[config.mk]
export PLATFORM = sky130hd
export DESIGN_NAME = gerador_de_status
export DESIGN_NICKNAME = d
export VERILOG_FILES = /design/src/rtl/gerador_de_status.sv
export SDC_FILE = /design/constraint.sdc
export NUM_CORES = 1
export LEC_CHECK = 0
export CAP_MARGIN = 20
export CORE_AREA = 5 5 42 44
export DETAILED_ROUTE_END_ITERATION = 12
export DIE_AREA = 0 0 47 49
export MAX_ROUTING_LAYER = met4
export PLACE_DENSITY_LB_ADDON = 0.15
export SKIP_LAST_GASP = 1
export SYNTH_ARGS = -nofsm -noshare
export SYNTH_HDL_FRONTEND = slang
export SYNTH_SLANG_ARGS = --single-unit
export TNS_END_PERCENT = 1
[constraint.sdc]
create_clock -name clk -period 2.53 [get_ports clk]
set_input_delay 0.3795 -clock clk [delete_from_list [all_inputs] [get_ports clk]]
set_output_delay 0.3795 -clock clk [all_outputs]
set_load 0.02 [all_outputs]
[src/rtl/gerador_de_status.sv]
// gerador_de_status: weapon status sequencer producing code (A,B).
// DESLIGADO=00, PREPARACAO=10, ATAQUE=11; 01 is illegal and recovers to 00.
// Enforces a minimum preparation time before firing and a fixed attack length.

module gerador_de_status #(
   parameter int unsigned PREP_CICLOS = 8,
   parameter int unsigned ATK_CICLOS  = 4,
   parameter int unsigned CW          = 8
) (
   input  logic clk,
   input  logic rst_n,
   input  logic LIGA,
   input  logic DESLIGA,
   input  logic DISPARO,
   output logic A,
   output logic B,
   output logic PRONTO
);

   // Encoding doubles as the output code, so A/B come straight from the register.
   typedef enum logic [1:0] {
      StDesligado  = 2'b00,
      StIlegal     = 2'b01,
      StPreparacao = 2'b10,
      StAtaque     = 2'b11
   } state_e;

   localparam logic [CW-1:0] LP_PREP    = CW'(PREP_CICLOS);
   localparam logic [CW-1:0] LP_ATK_ULT = CW'(ATK_CICLOS - 1);

   // Kept as plain bits so an upset into the illegal code is representable.
   logic [1:0]    r_state;
   logic [CW-1:0] r_cnt;
   state_e        w_state_next;
   logic [CW-1:0] w_cnt_next;
   logic          w_pronto;

   // Preparation complete: decoded from registers only.
   always_comb begin
      w_pronto = (r_state == StPreparacao) && (r_cnt == LP_PREP);
   end

   // Next-state and counter: DESLIGA beats every state-specific transition.
   always_comb begin
      w_state_next = state_e'(r_state);
      w_cnt_next   = r_cnt;
      if (DESLIGA) begin
         w_state_next = StDesligado;
         w_cnt_next   = '0;
      end else begin
         case (r_state)
            StDesligado: begin
               w_cnt_next = '0;
               if (LIGA) begin
                  w_state_next = StPreparacao;
               end
            end
            StPreparacao: begin
               if (w_pronto && DISPARO) begin
                  w_state_next = StAtaque;
                  w_cnt_next   = '0;
               end else if (r_cnt < LP_PREP) begin
                  // Saturates at the preparation time; never wraps.
                  w_cnt_next = r_cnt + 1'b1;
               end
            end
            StAtaque: begin
               if (r_cnt == LP_ATK_ULT) begin
                  w_state_next = StPreparacao;
                  w_cnt_next   = '0;
               end else begin
                  w_cnt_next = r_cnt + 1'b1;
               end
            end
            default: begin
               w_state_next = StDesligado;
               w_cnt_next   = '0;
            end
         endcase
      end
   end

   // State and counter registers with synchronous active-low reset.
   always_ff @(posedge clk) begin
      if (!rst_n) begin
         r_state <= StDesligado;
         r_cnt   <= '0;
      end else begin
         r_state <= w_state_next;
         r_cnt   <= w_cnt_next;
      end
   end

   // Output code is the state register itself.
   always_comb begin
      A      = r_state[1];
      B      = r_state[0];
      PRONTO = w_pronto;
   end

endmodule
* Word level (Yosys, flattened, before mapping)
Cells that the tools add are included.
Operators by class: $add $sub $neg 1, $mul 0, divide/modulo/power cells 0, magnitude comparators 1, eq/ne operators 8, shifts and indexed selects 0, mux-type cells 8, bitwise operators 1, reduce and logical (&&, ||, !) cells 5
Operators by type and width (number):
- $mux 8 | 3
- $pmux 8 s2 | 1
- $add 8x1->8 const B | 1
- $eq 8x2->1 const B | 1
- $eq 8x4->1 const B | 1
- $lt 8x4->1 const B | 1
- $mux 2 | 3
- $pmux 2 s3 | 1
- $eq 2x2->1 const B | 2
- $ne 2x2->1 const B | 2
- $ne 3x1->1 const B | 1
- $reduce_and 3->1 | 1
- $logic_and 1x1->1 | 2
- $logic_not 2->1 | 1
- $ne 2x1->1 const B | 1
- $reduce_or 2->1 | 1
- $not 1->1 | 1
Storage, ports and cells: register bits after elaboration 10, bits in latches 0, bits in writable memories 0, ROM bits 0, input port bits 5, output and inout bits 3, memories kept 0

* Logic depth before layout (Yosys ltp)
Gate-level depths: netlist of run 1.
depth after elaboration 5, depth in mapped cells 6

* Least setup slack after synthesis of run 1
No wires, ideal clock.
path kind reg2out, start register r_cnt[4], end output PRONTO, arrival 1759 ps, data required time 2151 ps, setup slack 392 ps, cell stages (with the launch flop) 4, path buffers 1, path through dfxtp_1 -> or4_1 -> buf_2 -> nor4_1
Between the ends: word-level cells in the longest chain between the ends 2
RTL lines:
- from (decl) | RTL line 33 | logic [CW-1:0] r_cnt;
- from (signal assigned) | RTL line 90 | r_cnt <= w_cnt_next;
- $eq 8x4->1 | RTL line 40 | w_pronto = (r_state == StPreparacao) && (r_cnt == LP_PREP);
- $logic_and 1x1->1 | RTL line 40
- to (decl) | RTL line 17 | output logic PRONTO
Every way passes these cells.

* Worst setup path in the final report of run 1
Same ends and word-level chain as after synthesis.

==> metrics.md, run 1 <==
| Metric | Value |
|---|---|
| Synthesized area per cell | 8.26 sq um |
| DRC viols | 0 |
| Peak VDD IR | 237 uV |
| Met2 usage | 0.167 |
| Max_cap viols | 0 |
| Die Footprint | 2300 sq um |
| Slew Viols, Final | 0 |
| Share of layout cells above drive strength 1 | 0.0988 |
| WP data required | approximately 2.2 ns |
| DRT Pass-1 Iters | 4 |
| Slew @ Worst Pin | 0.372 ns |
| Gpl congestion | 0.821 |
| Placed cell areas | 674 sq um |
| Fmax | approximately 0.43 GHz |
| Sequential share of the synthesized area | 0.346 |
| Via Count | 566 |
| Effective utilization at floorplan | 0.412 |
| Largest net degree at the start of global routing | 13 |
| RSZ-0062 raised after global routing | no |
| Design area | about 710 sq um |
| Post-DP HPWL | 968 um |
| Crit end category | output pin |
| Routed vias/inst | roughly 5.8 |
| Hold Vio Cnt, Final | 0 |
| Port Buffers | 7 |
| Initial antenna violation count | 0 |
| Area of the core | 1400 sq um |
| Critical path class | flip-flop to output pin |
| WL/cell | between 10 and 15 um |
| Clock Path Buffers | 2 |
| Die width | 47 um |
| Setup-failing EPs final | 0 |
| Clock Latency Late Sink | 0.28 ns |
| Post-synthesis instance area | 578 sq um |
| Mapped Cells | 70 |
| Tcrit/Tclk final | 0.913 |
| Yosys Warn Count | 0 |
| Outcome | finished, final reports clean |
| Total congestion overflow | 0 |
| Area grow syn2layout | 22.7% |
| Global Route met1 Usage | 0.181 |
| Clk sinks | 10 |
| Syn Nets | 77 |
| Crit-path max FO | 6 |
| Diodes inserted | 0 |
| Final non-filler cell total | 97 |
| TritonCTS clock tree | built |
| Worst path arrival time | 1.93 ns |
| Row Count | 14 |
| Pwr dens | 468 nW/um^2 |
| CTS root buffer | clkbuf_4 |
| Placed Cells incl. Taps | 93 |
| Nets | 89 |
| Total CTS buffers | 3 |
| Vias in the first global route | a little over 500 |
| Overall power | 0.000332 W |
| I/O pins | 8 |
| Leakage | 0.246 nW |
| Clk slew on worst S/H paths | 0.07 ns |
| Worst hold path type | flip-flop to flip-flop |
| Worst clock skew | between 0.002 and 0.0025 ns |
| CTS H-Tree Depth | 1 |
| Hold_buf cts | 0 |
| Routed WL | 1330 um |
| Crit start category | flip-flop |
| Post-route ant nets | 0 |
| Busiest grt layer | met1 |
| First-pass GRT wire length | ~2200 um |
| Die height | 49 um |
| Flops & latches, synth | 10 |
| Iteration-0 DRC Markers | 11 |
| Synth cell types | 34 |
| Fin Setup TNS | 0 ns |
| Post-CTS Setup Inserts | 0 |
| Tmin final | 2.31 ns |
| Relative slew slack | 0.752 |
| GR Util met3 | 0.0221 |
| GRT Overall Usage | 0.133 |
-- cells in the mapped netlist --
cell type  number  area [sq um]
xor2_1          1          8.76
inv_1           4          15.0
a32oi_1         2          17.5
and3b_1         1          8.76
nand2b_1        2          12.5
o21ai_0         3          15.0
a311oi_1        2          17.5
o21ai_1         1          5.00
nand3_1         5          25.0
nor2_1          3          11.3
a21boi_0        1          7.51
a41oi_1         1          8.76
a211o_2         1          10.0
a21oi_1         4          20.0
nor4_1          1          6.26
a31oi_1         1          6.26
clkbuf_1        1          3.75
nand3b_1        3          22.5
nor3_1          1          5.00
and2_1          1          6.26
ha_1            2          25.0
nor2b_1         2          12.5
o31ai_1         1          7.51
nand4_1         1          6.26
o22ai_1         1          6.26
and4_2          1          10.0
nand2_1         5          18.8
buf_2           1          5.00
nand4b_1        1          8.76
or4_1           1          7.51
dfxtp_1        10           200
or4b_1          1          10.0
a22o_1          1          8.76
and3_1          3          18.8
-- logic make-up (layout without fill, tap and decap cells) --
group / count (synthesis) / after routing / synth area share
simple gates: 32 / 32 / 0.329
compound gates: 19 / 19 / 0.225
flops: 10 / 10 / 0.346
buf+inv: 6 / 17 / 0.0411
fa+ha+maj: 2 / 2 / 0.0433
xor+xnor: 1 / 1 / 0.0152
-- placed cells by master (no fill, tap or decap), types with 2 or more instances in the layout --
cell / netlist / final
a21oi_1: 4 / 4
a311oi_1: 2 / 2
a32oi_1: 2 / 2
and3_1: 3 / 3
buf_4: 0 / 2
clkbuf_4: 0 / 3
clkdlybuf4s50_1: 0 / 6
dfxtp_1: 10 / 10
ha_1: 2 / 2
inv_1: 4 / 4
nand2_1: 5 / 5
nand2b_1: 2 / 2
nand3_1: 5 / 5
nand3b_1: 3 / 3
nor2_1: 3 / 3
nor2b_1: 2 / 2
o21ai_0: 3 / 3
-- per-layer routing --
layer / share of wire / vias up
li1: - / 287
met1: 0.49 / 262
met2: 0.44 / 13
met3: 0.050 / 4
met4: 0.025 / 0
met5: 0 / -
-- through the flow --
stage | util | hold slack (ns) | setup slack, ns
after floorplan | - | 0.463 | 0.392
after global placement | 0.481 | 0.488 | 0.240
after detailed placement | 0.481 | 0.501 | 0.202
after CTS | 0.506 | 0.512 | 0.217
after global routing | 0.506 | 0.530 | 0.103
final | 0.506 | 0.511 | 0.221
-- power by group --
part	total (W)	switching (W)	internal (W)	leakage, nW
Clock	0.000152	0.0000640	0.0000876	0.0210
Combinational	0.0000203	0.00000929	0.0000110	0.144
Sequential	0.000160	0.00000206	0.000158	0.0807
-- cell type report --
type	count	area (sq um)
multi-input combinational	54	354
timing repair buffer	9	83.8
inverter	4	15.0
fill	152	692
tap	16	20.0
sequential	10	200
clock buffer	4	36.3
-- registers in the layout (all words and copies together), names as in the netlist --
signal / count
r_state: 2
r_cnt: 8
-- what timing repair did --
item                                   CTS  global route
endpoints found under the hold margin    0             0
gates resized for setup                  1             0
setup endpoints to repair                1             0
-- worst max-delay path, stage by stage (launching register included) --
cell and delay, ns:
dfxtp_1 0.35, or4_1 0.56, nor4_1 0.37, dlygate4sd2_1 0.38
-- worst paths after layout --
path | start | endpoint | slack, ns | cells after the start
max | r_cnt[4] | PRONTO | 0.22 | 3
min | r_cnt[7] | r_cnt[7] | 0.51 | 2
max reg2reg | r_cnt[4] | r_state[0] | 0.56 | 5
min reg2reg | r_cnt[7] | r_cnt[7] | 0.51 | 2
Note: power is estimated with default switching activity, not from simulation.
==> inputs of run 2 (changes only) <==
--- a/config.mk
+++ b/config.mk
@@ -12,6 +12,7 @@
 export MAX_ROUTING_LAYER = met4
 export PLACE_DENSITY_LB_ADDON = 0.15
 export SKIP_LAST_GASP = 1
+export SLEW_MARGIN = 20
 export SYNTH_ARGS = -nofsm -noshare
 export SYNTH_HDL_FRONTEND = slang
 export SYNTH_SLANG_ARGS = --single-unit
==> results of run 2 <==
Final layout, timing and power as in run 1 (identical DEF).
